===== src/rtl/sensor_input_filter.sv =====
// Six-line sensor front end: 2-FF synchroniser, per-channel debounce, change strobe
// and water-probe plausibility fault. Define SENSOR_FAULT_LATCH_EN for a sticky fault.
module sensor_input_filter #(
   parameter int unsigned CHANNELS      = 6,
   parameter int unsigned STABLE_CYCLES = 1000,
   parameter int unsigned CNT_W         = 10
) (
   input  logic                clock,
   input  logic                reset,
   input  logic [CHANNELS-1:0] raw_sensors,
   input  logic                fault_clear,
   output logic [CHANNELS-1:0] filtered_sensors,
   output logic                change_strobe,
   output logic                sensor_fault
);

   localparam logic [CNT_W-1:0] CNT_LAST = CNT_W'(STABLE_CYCLES - 1);

   logic [CHANNELS-1:0] s1;
   logic [CHANNELS-1:0] s2;
   logic [CHANNELS-1:0] filt_next;
   logic [CNT_W-1:0]    cnt      [CHANNELS];
   logic [CNT_W-1:0]    cnt_next [CHANNELS];
   logic [2:0]          water;
   logic                invalid;
   logic                fault_next;

   always_ff @(posedge clock) begin
      if (reset) begin
         s1 <= '0;
         s2 <= '0;
      end else begin
         s1 <= raw_sensors;
         s2 <= s1;
      end
   end

   // Any agreement between s2 and the filtered level restarts that channel's window.
   always_comb begin
      filt_next = filtered_sensors;
      for (int unsigned i = 0; i < CHANNELS; i++) begin
         cnt_next[i] = '0;
         if (s2[i] != filtered_sensors[i]) begin
            if (cnt[i] == CNT_LAST) begin
               filt_next[i] = s2[i];
            end else begin
               cnt_next[i] = cnt[i] + 1'b1;
            end
         end
      end
   end

   always_ff @(posedge clock) begin
      if (reset) begin
         filtered_sensors <= '0;
         change_strobe    <= 1'b0;
         for (int unsigned i = 0; i < CHANNELS; i++) begin
            cnt[i] <= '0;
         end
      end else begin
         filtered_sensors <= filt_next;
         change_strobe    <= |(filt_next ^ filtered_sensors);
         for (int unsigned i = 0; i < CHANNELS; i++) begin
            cnt[i] <= cnt_next[i];
         end
      end
   end

   assign water   = filtered_sensors[2:0];
   assign invalid = (water[2] & ~water[1]) | (water[1] & ~water[0]) | (water[2] & ~water[0]);

`ifdef SENSOR_FAULT_LATCH_EN
   always_comb begin
      fault_next = sensor_fault;
      if (invalid) begin
         fault_next = 1'b1;
      end else if (fault_clear) begin
         fault_next = 1'b0;
      end
   end
`else
   logic unused_fault_clear;
   assign unused_fault_clear = fault_clear;

   always_comb begin
      fault_next = invalid;
   end
`endif

   always_ff @(posedge clock) begin
      if (reset) begin
         sensor_fault <= 1'b0;
      end else begin
         sensor_fault <= fault_next;
      end
   end

endmodule

===== config.mk =====
export PLATFORM = sky130hd
export DESIGN_NAME = sensor_input_filter
export DESIGN_NICKNAME = d
export VERILOG_FILES = /design/src/rtl/sensor_input_filter.sv
export SDC_FILE = /design/constraint.sdc
export NUM_CORES = 1
export LEC_CHECK = 0
export CAP_MARGIN = 20
export CORE_ASPECT_RATIO = 1.1
export CORE_MARGIN = 8
export CORE_UTILIZATION = 55
export CTS_CLUSTER_DIAMETER = 150
export CTS_CLUSTER_SIZE = 28
export DETAILED_ROUTE_END_ITERATION = 7
export GPL_ROUTABILITY_DRIVEN = 0
export PLACE_DENSITY = 0.75
export SYNTH_ARGS = -nofsm -noshare
export SYNTH_HDL_FRONTEND = slang
export SYNTH_SLANG_ARGS = --single-unit

===== constraint.sdc =====
create_clock -name clock -period 2.7 [get_ports clock]
set_input_delay 0.405 -clock clock [delete_from_list [all_inputs] [get_ports clock]]
set_output_delay 0.405 -clock clock [all_outputs]
set_load 0.01 [all_outputs]

==> run_summary.xml <==
<?xml version="1.0" encoding="UTF-8"?>
<metrics>
  <group name="routing">
    <metric name="drc_errors" unit="">0</metric>
    <metric name="1st_pass_router_iterations" unit="">4</metric>
    <metric name="final_wl" unit="um">5010</metric>
    <metric name="total_via_count_in_the_routed_design" unit="">2220</metric>
    <metric name="first_iter_violations" unit="">100</metric>
    <metric name="post_drt_via_cell_ratio" unit="">4.93</metric>
    <metric name="post_drt_wl_per_cell" unit="um">11.1</metric>
    <metric name="number_of_nets_with_antenna_violations_after_detailed_routing" unit="">0</metric>
  </group>
  <group name="floorplan">
    <metric name="row_count" unit="">29</metric>
    <metric name="die_width" unit="um">88.5</metric>
    <metric name="core_area" unit="um2">5700</metric>
    <metric name="initial_utilization" unit="%">55.9</metric>
    <metric name="die-height" unit="um">95.8</metric>
    <metric name="design.die.area" unit="um2">8480</metric>
    <metric name="boundaryPins" unit="">17</metric>
  </group>
  <group name="timing">
    <metric name="final_cycle_utilization_of_the_critical_path" unit="%">64.3</metric>
    <metric name="final_critical_path_setup_slack" unit="ns">0.963</metric>
    <metric name="timing_worst_slew_pin_value" unit="ns">0.413</metric>
    <metric name="worst_hold_slack_across_all_endpoints" unit="ns">0.431</metric>
    <metric name="min_period" unit="ns">1.74</metric>
    <metric name="finalClockSkew" unit="ns">0.00694</metric>
    <metric name="rsz_0062_raised_after_global_routing" unit="">false</metric>
    <metric name="hold_violations" unit="">0</metric>
    <metric name="fmax" unit="MHz">576</metric>
    <metric name="setup_tns" unit="ns">0</metric>
    <metric name="final-max-slew-violation-count" unit="">0</metric>
    <metric name="relSlewSlack" unit="%">72.2</metric>
    <metric name="finalSetupViolCount" unit="">0</metric>
  </group>
  <group name="power_and_ir_drop">
    <metric name="static-leakage-power" unit="nW">1.17</metric>
    <metric name="totalPowerFinal" unit="mW">2.10</metric>
    <metric name="power.density" unit="nW/um2">581</metric>
    <metric name="worst_ir_drop_vdd" unit="uV">335</metric>
  </group>
  <group name="setup_path">
    <metric name="required_arrival_time_at_the_worst_endpoint" unit="ns">2.30</metric>
    <metric name="cpPeakStageDelay" unit="ns">0.58</metric>
    <metric name="critical_path.cell_chain" unit="">clkdlybuf4s50_1</metric>
    <metric name="rr_endpoint" unit="">cnt[3][9]</metric>
    <metric name="setup.worst_path.start" unit="">filtered_sensors[2]</metric>
    <metric name="cp_top_family" unit="">buffers and inverters</metric>
    <metric name="rrSetupSlack" unit="ns">1.04</metric>
    <metric name="setup.worst_path.end" unit="">filtered_sensors[2]</metric>
    <metric name="worst-path-max-fanout" unit="">4</metric>
    <metric name="timing.critical_path.from_type" unit="">flop</metric>
    <metric name="timing.critical_path.arrival" unit="ns">1.33</metric>
    <metric name="crit_cells" unit="">1</metric>
    <metric name="critical_path.reg2reg.startpoint" unit="">cnt[3][0]</metric>
    <metric name="worstSetupPathType" unit="">reg2out</metric>
    <metric name="critical_path_top_delay_cell" unit="">clkdlybuf4s50_1</metric>
    <metric name="end_kind" unit="">output pin</metric>
    <metric name="worst_r2r_path_depth" unit="">5</metric>
    <metric name="critPathBufInv" unit="">1</metric>
  </group>
  <group name="place">
    <metric name="io_buffer_count" unit="">15</metric>
    <metric name="place_ws" unit="ns">0.807</metric>
    <metric name="place.detailed.hpwl" unit="um">3630</metric>
    <metric name="placed_standard_cell_area" unit="um2">3410</metric>
    <metric name="post-place-cells" unit="">434</metric>
  </group>
  <group name="grt">
    <metric name="antenna_found_initial" unit="">0</metric>
    <metric name="track_usage" unit="%">13.5</metric>
    <metric name="grt_util_met1" unit="%">14.9</metric>
    <metric name="grt_start_max_net_pins" unit="">26</metric>
    <metric name="grt_first_pass_wirelength" unit="um">8950</metric>
    <metric name="met2_usage" unit="%">22.4</metric>
    <metric name="top_usage_layer" unit="">met2</metric>
    <metric name="via_count_of_the_first_global_routing_pass" unit="">2189</metric>
    <metric name="globalRouteMet3Util" unit="%">4.44</metric>
    <metric name="overflow" unit="">0</metric>
  </group>
  <group name="synthesis">
    <metric name="yosys.area_share.xor_xnor" unit="%">14.9</metric>
    <metric name="synth.yosys.warnings" unit="">0</metric>
    <metric name="syn_area_per_cell" unit="um2">9.14</metric>
    <metric name="synth.lib_cells_used.distinct" unit="">34</metric>
    <metric name="synth.ff_latch_count" unit="">80</metric>
    <metric name="synth-adder-area-share" unit="%">2.36</metric>
    <metric name="synthesis.instances" unit="">348</metric>
    <metric name="share_of_the_synthesized_area_in_compound_gates_ao_oa_aoi_oai" unit="%">0.865</metric>
    <metric name="syn_area" unit="um2">3180</metric>
    <metric name="synth_simple_gate_area_share" unit="%">27.8</metric>
    <metric name="syn_nets" unit="">363</metric>
    <metric name="combinational_family_with_the_most_area_after_synthesis" unit="">simple AND/OR/NAND/NOR gates</metric>
    <metric name="synth_flop_cell" unit="">dfxtp_1</metric>
    <metric name="async_reset_ff_share" unit="%">0</metric>
    <metric name="yosysSeqAreaShare" unit="%">50.3</metric>
    <metric name="synth_enable_flop_cells" unit="">0</metric>
    <metric name="synth.area.mux_share" unit="%">1.89</metric>
  </group>
  <group name="clock_network">
    <metric name="cts.hold.buffers_added" unit="">0</metric>
    <metric name="clock_tree.root_cell" unit="">clkbuf_8</metric>
    <metric name="post_cts.repair.setup_buffers" unit="">0</metric>
    <metric name="tritoncts" unit="">done</metric>
    <metric name="clkTransAtPathRegs" unit="ns">0.08</metric>
    <metric name="cts.htree.levels" unit="">3</metric>
    <metric name="insertion_delay" unit="ns">0.34</metric>
    <metric name="tritoncts.num_buffers" unit="">9</metric>
    <metric name="clock_sink_count" unit="">80</metric>
    <metric name="cts_buffer_depth" unit="">2</metric>
    <metric name="ctsResizeCount" unit="">0</metric>
  </group>
  <group name="final_layout">
    <metric name="fin_util" unit="%">63.3</metric>
    <metric name="finish.instance_area" unit="um2">3600</metric>
    <metric name="antenna_cells" unit="">0</metric>
    <metric name="fin_nets" unit="">383</metric>
    <metric name="post_layout_nonfiller_instances" unit="">450</metric>
    <metric name="layout-drive-gt1-share" unit="%">7.24</metric>
    <metric name="area_delta_synth_final" unit="%">13.3</metric>
  </group>
  <group name="min_path">
    <metric name="holdCritPathClass" unit="">reg2reg</metric>
  </group>
  <group name="job">
    <metric name="timing.max_cap.violations" unit="">0</metric>
  </group>
  <group name="outcome">
    <metric name="outcome" unit="">completed</metric>
  </group>
</metrics>
logic make-up (layout without fill, tap and decap cells):
kind of cell	Yosys count	count (layout)
fa+ha+maj	6	6
flops	80	80
buf+inv	15	40
xor+xnor	54	54
compound gates	4	4
mux	6	6
simple gates	183	183
metal layers:
metal  vias to the layer above  part of all wire [%]
met4                         0                   2.5
met5                         -                     0
li1                       1179                     -
met1                       999                    48
met3                        11                   5.1
met2                        31                    45
cell type report:
| cell class | instances | area (um2) |
|---|---|---|
| Clock buffer | 13 | 159 |
| Tap cell | 77 | 96.3 |
| Inverter | 8 | 30.0 |
| Timing Repair Buffer | 16 | 158 |
| Multi-Input combinational cell | 253 | 1520 |
| Clock inverter | 3 | 40.0 |
| Sequential cell | 80 | 1600 |
| Fill cell | 496 | 2090 |
layout by cell type (no fill, tap or decap), drive strengths merged, types with 2 or more instances in the layout:
| master | Yosys | layout |
|---|---|---|
| dfxtp | 80 | 80 |
| clkbuf | 4 | 13 |
| nand3 | 18 | 18 |
| nand2b | 2 | 2 |
| nor4 | 4 | 4 |
| mux2i | 6 | 6 |
| clkdlybuf4s50 | 0 | 15 |
| and3 | 7 | 7 |
| nor2 | 75 | 75 |
| nand2 | 21 | 21 |
| or2 | 8 | 8 |
| inv | 8 | 8 |
| xnor2 | 38 | 38 |
| nor3 | 22 | 22 |
| nand4 | 4 | 4 |
| ha | 6 | 6 |
| xor2 | 16 | 16 |
| nor2b | 12 | 12 |
| clkinv | 0 | 2 |
| and4 | 2 | 2 |
synthesized netlist by cell type (7+ instances only):
cell	instances	area, um2
nand3_1	18	90.1
nor2_1	75	282
or2_2	7	43.8
xnor2_1	38	333
inv_1	8	30.0
nor3_1	22	110
nand2_1	19	71.3
xor2_1	16	140
dfxtp_1	80	1600
nor2b_1	12	75.1
report_power, final:
group	switching [mW]	internal, mW	total [mW]
clock network	0.386	0.476	0.861
registers	0.00546	1.19	1.20
logic	0.0184	0.0199	0.0383
total	0.410	1.69	2.10
flip-flops by register name (all words and copies together), names as in the netlist:
name	flops
change_strobe	1
filtered_sensors	6
cnt	60
s1	6
s2	6
sensor_fault	1
how the worst min path moves through the flow:
stage,startpoint,to,slack [ns],depth (start not counted)
6_report,s1[1],s2[1],0.43,1
5_1_grt,s1[1],s2[1],0.46,1
4_1_cts,s1[1],s2[1],0.43,1
3_5_place_dp,s1[1],s2[1],0.42,1
3_3_place_gp,s1[4],s2[4],0.42,1
2_1_floorplan,s1[0],s2[0],0.41,1
Power figures use the tool's default switching activity.
